$ cat src/rtl/lsu_sq_if.sv
// Handshake bundle between LSU_ID / ROB / LSU_EX / LQ and the store queue.
// The store queue uses the slave view; the surrounding pipeline uses master.
interface lsu_sq_if #(
  parameter int ROB_TAG_WIDTH = 6
) ();
  logic                     i_flush;
  logic                     o_full;
  logic                     i_alloc_en;
  logic [ROB_TAG_WIDTH-1:0] i_alloc_tag;
  logic [31:0]              i_alloc_addr;
  logic [31:0]              i_alloc_data;
  logic [3:0]               i_alloc_lsu_func;
  logic                     i_rob_retire_en;
  logic [ROB_TAG_WIDTH-1:0] i_rob_retire_tag;
  logic                     i_retire_stall;
  logic                     o_retire_en;
  logic [31:0]              o_retire_addr;
  logic [31:0]              o_retire_data;
  logic [3:0]               o_retire_lsu_func;
  logic [ROB_TAG_WIDTH-1:0] o_retire_tag;
  logic                     i_update_en;
  logic                     i_update_retry;
  logic                     i_mhq_fill;
  logic                     o_lq_retire_en;
  logic [31:0]              o_lq_retire_addr;
  logic [3:0]               o_lq_retire_lsu_func;

  modport slave (
    input  i_flush, i_alloc_en, i_alloc_tag, i_alloc_addr, i_alloc_data, i_alloc_lsu_func,
           i_rob_retire_en, i_rob_retire_tag, i_retire_stall, i_update_en, i_update_retry,
           i_mhq_fill,
    output o_full, o_retire_en, o_retire_addr, o_retire_data, o_retire_lsu_func, o_retire_tag,
           o_lq_retire_en, o_lq_retire_addr, o_lq_retire_lsu_func
  );

  modport master (
    output i_flush, i_alloc_en, i_alloc_tag, i_alloc_addr, i_alloc_data, i_alloc_lsu_func,
           i_rob_retire_en, i_rob_retire_tag, i_retire_stall, i_update_en, i_update_retry,
           i_mhq_fill,
    input  o_full, o_retire_en, o_retire_addr, o_retire_data, o_retire_lsu_func, o_retire_tag,
           o_lq_retire_en, o_lq_retire_addr, o_lq_retire_lsu_func
  );
endinterface

$ cat src/rtl/lsu_sq.sv
// In-order store queue: circular FIFO of stores that issue to LSU_EX only once
// ROB-retired, one at a time from the head, with MHQ-full retry support.
module lsu_sq #(
  parameter int SQ_DEPTH      = 8,
  parameter int SQ_TAG_WIDTH  = 3,
  parameter int ROB_TAG_WIDTH = 6
) (
  input  logic     clk,
  input  logic     n_rst,
  lsu_sq_if.slave  sq
);
  localparam int CW = SQ_TAG_WIDTH + 1;
  typedef logic [SQ_TAG_WIDTH-1:0] ptr_t;

  logic [SQ_DEPTH-1:0]      valid_q, valid_d, retired_q, retired_d;
  logic [SQ_DEPTH-1:0]      inflight_q, inflight_d, wait_q, wait_d, ret_now;
  logic [ROB_TAG_WIDTH-1:0] tag_q  [SQ_DEPTH];
  logic [31:0]              addr_q [SQ_DEPTH];
  logic [31:0]              data_q [SQ_DEPTH];
  logic [3:0]               func_q [SQ_DEPTH];
  ptr_t                     head_q, head_d, tail_q, tail_d;
  logic [CW-1:0]            count_q, count_d, nret;
  logic                     lq_en_q, lq_en_d;
  logic [31:0]              lq_addr_q, lq_addr_d;
  logic [3:0]               lq_func_q, lq_func_d;
  logic                     alloc_ok, issue, free_head, retry_head;

  assign sq.o_full           = (count_q == CW'(SQ_DEPTH));
  assign alloc_ok            = sq.i_alloc_en & ~sq.o_full & ~sq.i_flush;
  assign free_head           = sq.i_update_en & ~sq.i_update_retry;
  assign retry_head          = sq.i_update_en & sq.i_update_retry;
  assign issue               = valid_q[head_q] & retired_q[head_q] & ~inflight_q[head_q]
                             & ~wait_q[head_q] & ~sq.i_retire_stall;
  assign sq.o_retire_en      = issue;
  assign sq.o_retire_addr    = addr_q[head_q];
  assign sq.o_retire_data    = data_q[head_q];
  assign sq.o_retire_lsu_func = func_q[head_q];
  assign sq.o_retire_tag     = tag_q[head_q];
  assign sq.o_lq_retire_en   = lq_en_q;
  assign sq.o_lq_retire_addr = lq_addr_q;
  assign sq.o_lq_retire_lsu_func = lq_func_q;

  // Retired set including this cycle's ROB commit; a flush keeps exactly these.
  always_comb begin
    nret = '0;
    for (int i = 0; i < SQ_DEPTH; i++) begin
      ret_now[i] = retired_q[i] | (sq.i_rob_retire_en & valid_q[i] &
                                   (tag_q[i] == sq.i_rob_retire_tag));
      nret = nret + CW'(valid_q[i] & ret_now[i]);
    end
  end

  always_comb begin
    valid_d    = valid_q;
    retired_d  = ret_now;
    inflight_d = inflight_q;
    wait_d     = wait_q;
    head_d     = head_q;
    tail_d     = tail_q;
    count_d    = count_q;
    lq_en_d    = 1'b0;
    lq_addr_d  = lq_addr_q;
    lq_func_d  = lq_func_q;
    if (issue) inflight_d[head_q] = 1'b1;
    // A fill only wakes a store already waiting; a retry arriving with it wins.
    if (sq.i_mhq_fill && wait_q[head_q]) wait_d[head_q] = 1'b0;
    if (retry_head) begin
      inflight_d[head_q] = 1'b0;
      wait_d[head_q]     = 1'b1;
    end
    if (free_head) begin
      valid_d[head_q]    = 1'b0;
      retired_d[head_q]  = 1'b0;
      inflight_d[head_q] = 1'b0;
      wait_d[head_q]     = 1'b0;
      head_d             = head_q + ptr_t'(1);
      lq_en_d            = 1'b1;
      lq_addr_d          = addr_q[head_q];
      lq_func_d          = func_q[head_q];
    end
    if (sq.i_flush) begin
      for (int i = 0; i < SQ_DEPTH; i++) begin
        if (!ret_now[i]) begin
          valid_d[i]    = 1'b0;
          inflight_d[i] = 1'b0;
          wait_d[i]     = 1'b0;
        end
      end
      tail_d  = head_q + ptr_t'(nret);
      count_d = nret - CW'(free_head);
    end else begin
      count_d = count_q + CW'(alloc_ok) - CW'(free_head);
      if (alloc_ok) begin
        valid_d[tail_q]    = 1'b1;
        retired_d[tail_q]  = 1'b0;
        inflight_d[tail_q] = 1'b0;
        wait_d[tail_q]     = 1'b0;
        tail_d             = tail_q + ptr_t'(1);
      end
    end
  end

  always_ff @(posedge clk or negedge n_rst) begin
    if (!n_rst) begin
      valid_q    <= '0;
      retired_q  <= '0;
      inflight_q <= '0;
      wait_q     <= '0;
      head_q     <= '0;
      tail_q     <= '0;
      count_q    <= '0;
      lq_en_q    <= 1'b0;
      lq_addr_q  <= '0;
      lq_func_q  <= '0;
    end else begin
      valid_q    <= valid_d;
      retired_q  <= retired_d;
      inflight_q <= inflight_d;
      wait_q     <= wait_d;
      head_q     <= head_d;
      tail_q     <= tail_d;
      count_q    <= count_d;
      lq_en_q    <= lq_en_d;
      lq_addr_q  <= lq_addr_d;
      lq_func_q  <= lq_func_d;
    end
  end

  // Payload storage carries no reset; valid bits qualify it.
  always_ff @(posedge clk) begin
    if (alloc_ok) begin
      tag_q[tail_q]  <= sq.i_alloc_tag;
      addr_q[tail_q] <= sq.i_alloc_addr;
      data_q[tail_q] <= sq.i_alloc_data;
      func_q[tail_q] <= sq.i_alloc_lsu_func;
    end
  end
endmodule

$ cat src/flat_wrapper.sv
// flat-port wrapper written by rule: the top's interface ports become plain ports
module lsu_sq_flat 
#(
  parameter int SQ_DEPTH      = 8,
  parameter int SQ_TAG_WIDTH  = 3,
  parameter int ROB_TAG_WIDTH = 6
)
  (clk, n_rst, sq_i_flush, sq_i_alloc_en, sq_i_alloc_tag, sq_i_alloc_addr, sq_i_alloc_data, sq_i_alloc_lsu_func, sq_i_rob_retire_en, sq_i_rob_retire_tag, sq_i_retire_stall, sq_i_update_en, sq_i_update_retry, sq_i_mhq_fill, sq_o_full, sq_o_retire_en, sq_o_retire_addr, sq_o_retire_data, sq_o_retire_lsu_func, sq_o_retire_tag, sq_o_lq_retire_en, sq_o_lq_retire_addr, sq_o_lq_retire_lsu_func);
  lsu_sq_if #(.ROB_TAG_WIDTH(ROB_TAG_WIDTH)) sq_i ();
  input  logic clk;
  input  logic n_rst;
  input wire logic [$bits(sq_i.i_flush)-1:0] sq_i_flush;
  input wire logic [$bits(sq_i.i_alloc_en)-1:0] sq_i_alloc_en;
  input wire logic [$bits(sq_i.i_alloc_tag)-1:0] sq_i_alloc_tag;
  input wire logic [$bits(sq_i.i_alloc_addr)-1:0] sq_i_alloc_addr;
  input wire logic [$bits(sq_i.i_alloc_data)-1:0] sq_i_alloc_data;
  input wire logic [$bits(sq_i.i_alloc_lsu_func)-1:0] sq_i_alloc_lsu_func;
  input wire logic [$bits(sq_i.i_rob_retire_en)-1:0] sq_i_rob_retire_en;
  input wire logic [$bits(sq_i.i_rob_retire_tag)-1:0] sq_i_rob_retire_tag;
  input wire logic [$bits(sq_i.i_retire_stall)-1:0] sq_i_retire_stall;
  input wire logic [$bits(sq_i.i_update_en)-1:0] sq_i_update_en;
  input wire logic [$bits(sq_i.i_update_retry)-1:0] sq_i_update_retry;
  input wire logic [$bits(sq_i.i_mhq_fill)-1:0] sq_i_mhq_fill;
  output wire logic [$bits(sq_i.o_full)-1:0] sq_o_full;
  output wire logic [$bits(sq_i.o_retire_en)-1:0] sq_o_retire_en;
  output wire logic [$bits(sq_i.o_retire_addr)-1:0] sq_o_retire_addr;
  output wire logic [$bits(sq_i.o_retire_data)-1:0] sq_o_retire_data;
  output wire logic [$bits(sq_i.o_retire_lsu_func)-1:0] sq_o_retire_lsu_func;
  output wire logic [$bits(sq_i.o_retire_tag)-1:0] sq_o_retire_tag;
  output wire logic [$bits(sq_i.o_lq_retire_en)-1:0] sq_o_lq_retire_en;
  output wire logic [$bits(sq_i.o_lq_retire_addr)-1:0] sq_o_lq_retire_addr;
  output wire logic [$bits(sq_i.o_lq_retire_lsu_func)-1:0] sq_o_lq_retire_lsu_func;
  assign sq_i.i_flush = sq_i_flush;
  assign sq_i.i_alloc_en = sq_i_alloc_en;
  assign sq_i.i_alloc_tag = sq_i_alloc_tag;
  assign sq_i.i_alloc_addr = sq_i_alloc_addr;
  assign sq_i.i_alloc_data = sq_i_alloc_data;
  assign sq_i.i_alloc_lsu_func = sq_i_alloc_lsu_func;
  assign sq_i.i_rob_retire_en = sq_i_rob_retire_en;
  assign sq_i.i_rob_retire_tag = sq_i_rob_retire_tag;
  assign sq_i.i_retire_stall = sq_i_retire_stall;
  assign sq_i.i_update_en = sq_i_update_en;
  assign sq_i.i_update_retry = sq_i_update_retry;
  assign sq_i.i_mhq_fill = sq_i_mhq_fill;
  assign sq_o_full = sq_i.o_full;
  assign sq_o_retire_en = sq_i.o_retire_en;
  assign sq_o_retire_addr = sq_i.o_retire_addr;
  assign sq_o_retire_data = sq_i.o_retire_data;
  assign sq_o_retire_lsu_func = sq_i.o_retire_lsu_func;
  assign sq_o_retire_tag = sq_i.o_retire_tag;
  assign sq_o_lq_retire_en = sq_i.o_lq_retire_en;
  assign sq_o_lq_retire_addr = sq_i.o_lq_retire_addr;
  assign sq_o_lq_retire_lsu_func = sq_i.o_lq_retire_lsu_func;
  lsu_sq #(.SQ_DEPTH(SQ_DEPTH), .SQ_TAG_WIDTH(SQ_TAG_WIDTH), .ROB_TAG_WIDTH(ROB_TAG_WIDTH)) u_core (.clk(clk), .n_rst(n_rst), .sq(sq_i));
endmodule
$ cat config.mk
export PLATFORM = sky130hd
export DESIGN_NAME = lsu_sq_flat
export DESIGN_NICKNAME = d
export VERILOG_FILES = /design/src/rtl/lsu_sq_if.sv /design/src/rtl/lsu_sq.sv /design/src/flat_wrapper.sv
export SDC_FILE = /design/constraint.sdc
export NUM_CORES = 1
export LEC_CHECK = 0
export ABC_AREA = 1
export CAP_MARGIN = 0
export CORE_ASPECT_RATIO = 1.1
export CORE_MARGIN = 3
export CORE_UTILIZATION = 55
export CTS_BUF_LIST = sky130_fd_sc_hd__clkbuf_4
export CTS_CLUSTER_SIZE = 20
export DETAILED_ROUTE_END_ITERATION = 12
export GPL_ROUTABILITY_DRIVEN = 0
export GPL_TIMING_DRIVEN = 0
export PLACE_DENSITY = 0.76
export REMOVE_ABC_BUFFERS = 1
export SETUP_SLACK_MARGIN = 0.3
export SLEW_MARGIN = 5
export SYNTH_ARGS = -nofsm -noshare
export SYNTH_HDL_FRONTEND = slang
export SYNTH_SLANG_ARGS = --single-unit
$ cat constraint.sdc
create_clock -name clk -period 9.3 [get_ports clk]
set_clock_uncertainty 0.2 [all_clocks]
set_input_delay 1.395 -clock clk [delete_from_list [all_inputs] [get_ports clk]]
set_output_delay 1.395 -clock clk [all_outputs]
set_load 0.005 [all_outputs]
Word-level counts from Yosys, hierarchy flattened
Memory sizes are Yosys's and may differ from the RTL's.
Cells that the tools add are included.
{"block": "totals", "ff_bits": 79, "mem_bits_rw": 592, "input_bits": 89, "memories": 4}
{"block": "op_classes", "addsub": 13, "n_lt_le_gt_ge": 4, "eq_ne": 9, "mux": 58, "n_bitwise": 60, "reduce_logical": 4}
{"memory": "u_core.addr_q", "depth": 8, "width": 32, "read_ports": 1, "rd_ports_with_merged_regs": 0, "write_ports": 1, "line": "lsu_sq.sv:18", "rtl": "logic [31:0] addr_q [SQ_DEPTH];"}
{"memory": "u_core.data_q", "depth": 8, "width": 32, "read_ports": 1, "rd_ports_with_merged_regs": 0, "write_ports": 1, "line": "lsu_sq.sv:19", "rtl": "logic [31:0] data_q [SQ_DEPTH];"}
{"memory": "u_core.tag_q", "depth": 8, "width": 6, "read_ports": 9, "rd_ports_with_merged_regs": 0, "write_ports": 1, "line": "lsu_sq.sv:17", "rtl": "logic [ROB_TAG_WIDTH-1:0] tag_q [SQ_DEPTH];"}
{"memory": "u_core.func_q", "depth": 8, "width": 4, "read_ports": 1, "rd_ports_with_merged_regs": 0, "write_ports": 1, "line": "lsu_sq.sv:20", "rtl": "logic [3:0] func_q [SQ_DEPTH];"}
{"op": "$mux 8", "n": 16}
{"op": "$and 8x8->8", "n": 9}
{"op": "$eq 6x6->1", "n": 8}
{"op": "$mux 1", "n": 33}
{"op": "$and 1x1->1", "n": 32}
{"op": "$add 4x4->4", "n": 7}
{"op": "$or 8x8->8", "n": 3}
{"op": "$not 8->8", "n": 2}
{"op": "$bmux 1 s3", "n": 4}
{"op": "$lt 3x4->1 const B", "n": 2}
{"op": "$or 1x1->1", "n": 8}
{"op": "$sub 4x1->4", "n": 2}
{"op": "$add 3x1->3 const B", "n": 2}
{"op": "$demux 1 s3", "n": 2}
{"op": "$ge 3x1->1 const B", "n": 2}
{"op": "$mux 3", "n": 2}
{"op": "$not 1->1", "n": 6}
{"op": "$add 4x1->4", "n": 1}
{"op": "$eq 4x4->1 const B", "n": 1}
{"op": "$mux 4", "n": 1}
{"op": "$add 3x3->3", "n": 1}
{"op": "$logic_and 1x1->1", "n": 3}
{"op": "$reduce_bool 2->1", "n": 1}

Logic depth before layout (Yosys ltp)
{"block": "logic_depth", "depth_word": 14, "mapped_depth": 21}

Least setup slack after synthesis
Ideal clock, no wire load.
{"block": "synth_path", "path_type": "input to register", "start": "in sq_i_rob_retire_tag[5]", "end": "reg u_core.tail_q[2]", "setup_ns": 0.130, "arrival_time_ns": 5.364, "required_time_ns": 8.970, "setup_slack_ns": 3.605, "cell_stages": 21, "cell_sequence": "clkbuf_2 clkinv_1 or2_2 nand3_1 nor2_1 nand2_1 nand2_1 nand2_1 fa_1 fa_1 inv_1 fa_1 ha_1 fa_1 inv_1 fa_1 xor2_1 xor2_1 nand2_1 o211ai_1 o21ai_0"}
{"block": "synth_between", "elab_chain_cells": 13}
{"item": "from (decl)", "line": "flat_wrapper.sv:19", "rtl": "input wire logic [$bits(sq_i.i_rob_retire_tag)-1:0] sq_i_rob_retire_tag;"}
{"item": "$eq 6x6->1", "line": "lsu_sq.sv:48", "rtl": "(tag_q[i] == sq.i_rob_retire_tag));"}
{"item": "$and 1x1->1", "line": "lsu_sq.sv:47", "rtl": "ret_now[i] = retired_q[i] | (sq.i_rob_retire_en & valid_q[i] &"}
{"item": "$or 1x1->1", "line": "lsu_sq.sv:47"}
{"item": "$and 1x1->1", "line": "lsu_sq.sv:49", "rtl": "nret = nret + CW'(valid_q[i] & ret_now[i]);"}
{"item": "$add 4x4->4 (6 in series)", "line": "lsu_sq.sv:49"}
{"item": "$add 4x4->4 (*)", "line": "lsu_sq.sv:49"}
{"item": "$add 3x3->3 (*)", "line": "lsu_sq.sv:89", "rtl": "tail_d = head_q + ptr_t'(nret);"}
{"item": "$mux 3 (*)", "line": "lsu_sq.sv:81", "rtl": "if (sq.i_flush) begin"}
{"item": "to (signal assigned)", "line": "lsu_sq.sv:121", "rtl": "tail_q <= tail_d;"}
{"item": "to (decl)", "line": "lsu_sq.sv:21", "rtl": "ptr_t head_q, head_d, tail_q, tail_d;"}
Mark *: on every way between the ends. The rest lies on a longest branch, timed or not.
A chain may end at the register's enable or synchronous reset.

Worst setup path in the final report
{"block": "layout_path", "start": "reg u_core.head_q[0]", "end": "out sq_o_retire_lsu_func[2]"}
{"block": "layout_between", "elab_chain_cells": 1}
{"item": "from (decl)", "line": "lsu_sq.sv:21"}
{"item": "from (signal assigned)", "line": "lsu_sq.sv:109", "rtl": "head_q <= '0;"}
{"item": "from (signal assigned)", "line": "lsu_sq.sv:120", "rtl": "head_q <= head_d;"}
{"item": "$mem_v2 8x4"}
{"item": "to (decl)", "line": "flat_wrapper.sv:28", "rtl": "output wire logic [$bits(sq_i.o_retire_lsu_func)-1:0] sq_o_retire_lsu_func;"}
No other way between the ends.

==> impl_metrics.ini <==
[run_status]
status = completed

[clock_network]
clk_pin_slew_ns = 0.07
cts_root_buf = clkbuf_4
post-cts-setup-buffer-count = 0
cts.path.max_buffers = 3
post_cts_resized = 0
h-tree-depth = 4
cts_tree = done
clock_latency_ns = 1.00
numClockSinks = 671
cts_hold_buffers = 0
numCtsBuffers = 165

[timing]
finalSetupTns_ns = 0
max_slew_margin_pct = 26.79
period_minus_slack_ns = 6.242
timing.final.ws_setup_ns = 3.058
min_period_over_period_pct = 67.12
hold_violations = 0
worstMarginPinSlew_ns = 1.098
slew_violations = 0
rsz0062_at_grt = false
setup_viol = 0
fmax_mhz = 160.2

[power]
clockPowerShare_pct = 27.9
leakage_uw = 0.01193
internal-power_uw = 5928
ir_drop_v = 0.0001782
p_per_area_nw_per_um2 = 270.0
seqPwrFrac_pct = 43.8
p_comb_share_pct = 28.4
p_sw_uw = 2654
p_sw_share_pct = 30.92

[routing]
drt-initial-drc-count = 1682
dr.pass1.iters = 10
via_count = 18080
post-route-drc-count = 0
vias_per_cell = 5.717
drt.antenna.violating_nets = 0
wire_per_inst_um = 21.48
drt_wl_total_um = 67910

[global_route]
antenna_found_initial = 9
grt.busiest_layer = met2
grt_start_max_net_pins = 49
use_met1_pct = 33.76
grt_pass1_wl_um = 102000
grt_usage_pct = 26.66
overflow = 0
grt_pass1_vias = 18160
global_route.usage.met3_pct = 7.975
grt_use_met2_pct = 43.21

[layout]
fillers = 3354
fin_cells = 3162
finalNetCount = 2501
fin_util_pct = 67.41
syn_to_final_growth_pct = 19.89
drive_gt1_share_pct = 13.12

[synthesis]
ys_top_cells_by_area = edfxtp_1, nand2_1, dfrtp_1, inv_1, a22oi_1
synth_cell_type_count = 43
ys_ff_latch = 671
async_reset_ff_share_pct = 11.77
yosysTopAreaCell = edfxtp_1
synth_area_um2 = 26510
syn_avg_cell_area_um2 = 12.75
synth_sequential_area_ratio_pct = 74.51
synth.most_common_cell = nand2_1
synth-warning-count = 0
netlist_instances = 2079
synth_top_area_share_pct = 67.06
synthFlopType = edfxtp_1
yosys-top-cells-count = nand2_1, edfxtp_1, inv_1, nand3_1, dfrtp_1
synth_edf_count = 592

[die]
initial_utilization_pct = 56.23
fp.coreArea_um2 = 47150
die_area_um2 = 50870
die_w_um = 215.3
die_y_um = 236.3
pin_count = 202
num_rows = 83

[worst_setup_path]
path_cells = nand2_1, inv_4, buf_16, nand2_1, nand4_1, a21oi_1, nand3_1, clkdlybuf4s50_1
path_class = reg2out
crit_path_end_kind = output port
critPathMaxFanout = 39
crit_buf_inv = 3
cp-start-kind = register
regToRegSetupSlack_ns = 4.48
required_ns = 7.71
timing.rr.start = u_core.tag_q[2][2]
cpMostUsedCell = nand2_1
slowest_delay_ns = 1.07
crit_family = buffers and inverters
crit_cells = 8
critPathCapture = sq_o_retire_lsu_func[2]
startpoint = u_core.head_q[0]
worstReg2RegEnd = u_core.tail_q[2]
worst_ep_arrival_time_ns = 4.65
r2r_cells = 18
cp_slowest_cell = dfrtp_1

[place]
placedCellCount = 2863
dp_slack_ns = 2.583
hpwl_um = 39690
numPortBuffers = 201

[hold_path]
hold_class = in2async

[job]
drv_cap = 0
-- registers in the layout, summed over array words and instances, names as in the netlist --
signal / cells
u_core.sq.o_lq_retire_lsu_func: 4
u_core.wait_q: 8
u_core.head_q: 3
u_core.sq.o_lq_retire_en: 1
u_core.retired_q: 8
u_core.tail_q: 3
u_core.tag_q: 48
u_core.valid_q: 8
u_core.count_q: 4
u_core.data_q: 256
u_core.addr_q: 256
u_core.func_q: 32
u_core.inflight_q: 8
u_core.sq.o_lq_retire_addr: 32
-- routing by layer --
| metal | routed length (um) | share of wire (%) |
|---|---|---|
| met1 | 26390 | 39 |
| met5 | 40 | 0.059 |
| met2 | 33220 | 49 |
| met4 | 2033 | 3.0 |
| met3 | 6230 | 9.2 |
-- kinds of logic (layout without fill, tap and decap cells) --
logic type                 Yosys count  in the layout  synth area share [%]
and+or+nand+nor                    915            915                 14.30
DFF                                671            671                 74.51
AOI/OAI and AO/OA                  233            233                 5.848
buffers and inverters              222            659                 3.644
adders and majority gates           19             19                 1.067
xor gates and xnor gates            18             18                0.5947
muxes                                1              1               0.03776
other                                0              9                     0
-- layout by cell type (no fill, tap or decap), types with 2 or more instances in the layout --
master           count
nand3_1             87
xor2_1              15
clkinv_2             8
o22ai_1              8
a22oi_1             62
nand4_1             62
o21ai_1              3
nor2_4               8
inv_2               10
o21ai_0             47
diode_2              9
ha_1                13
clkinv_1            32
nor3_1               3
edfxtp_1           592
buf_16              18
o2111ai_1            3
or2_2                9
or2_1                3
a21boi_0             2
nand2_2              3
buf_12              14
clkdlybuf4s50_1    200
a21oi_1             51
o211ai_1             3
nor2_1              63
dfrtp_1             79
clkbuf_4           243
a221oi_1            36
and3_1               3
a211oi_1             9
inv_1              120
xnor2_1              3
inv_4               10
a22o_1               6
fa_1                 6
bufinv_16            2
nand2_1            671
-- power by group through the flow --
stage	Sequential, uW	Combinational, uW	Clock, uW
finish	3760	2430	2390
global route	3780	2640	2590
CTS	3750	2450	2440
detailed placement	3820	2430	0
global placement	3830	2270	0
floorplan	3800	1030	0
-- through the flow --
step	total power (uW)	cell area, um^2	hold slack (ns)
3_5_place_dp	6244	29690	0.2641
4_1_cts	8638	31760	0.1130
5_1_grt	9009	31770	0.1443
6_report	8581	31780	0.1702
2_1_floorplan	4831	26060	0.2724
3_3_place_gp	6100	28860	0.2611
-- worst min path at each step --
stage	start	to	cells past startpoint	slack, ns
2_1_floorplan	u_core.sq.o_lq_retire_addr[18]	u_core.sq.o_lq_retire_addr[18]	2	0.27
3_3_place_gp	u_core.sq.o_lq_retire_lsu_func[3]	u_core.sq.o_lq_retire_lsu_func[3]	2	0.26
3_5_place_dp	u_core.sq.o_lq_retire_addr[28]	u_core.sq.o_lq_retire_addr[28]	2	0.26
4_1_cts	n_rst	u_core.sq.o_lq_retire_addr[2]	1	0.11
5_1_grt	n_rst	u_core.sq.o_lq_retire_addr[2]	1	0.14
6_report	n_rst	u_core.count_q[3]	1	0.17
-- worst register-to-register path, cell delays in order (launching register included) --
cell      delay (ns)
edfxtp_1        0.42
xor2_1          0.22
nor2_1          0.14
nand3_1         0.16
nand2_1         0.14
nand2_1         0.10
fa_1            0.47
fa_1            0.50
inv_1           0.06
fa_1            0.43
ha_1            0.23
fa_1            0.54
inv_1           0.07
fa_1            0.37
xor2_1          0.16
xor2_1          0.17
nand2_1         0.06
o211ai_1        0.10
o21ai_0         0.12
-- final cells by class --
class / count / area, um^2 / share of cell area, %
timing repair buffer: 233 / 2785 / 8.763
clock inverter: 47 / 244.0 / 0.7677
inverter: 136 / 535.5 / 1.685
antenna: 9 / 22.52 / 0.07086
multi-input combinational: 1186 / 5821 / 18.31
tap: 637 / 797.0 / 2.508
sequential: 671 / 19750 / 62.15
clock buffer: 243 / 1824 / 5.740
No activity file was read; power rests on OpenSTA's default activity.
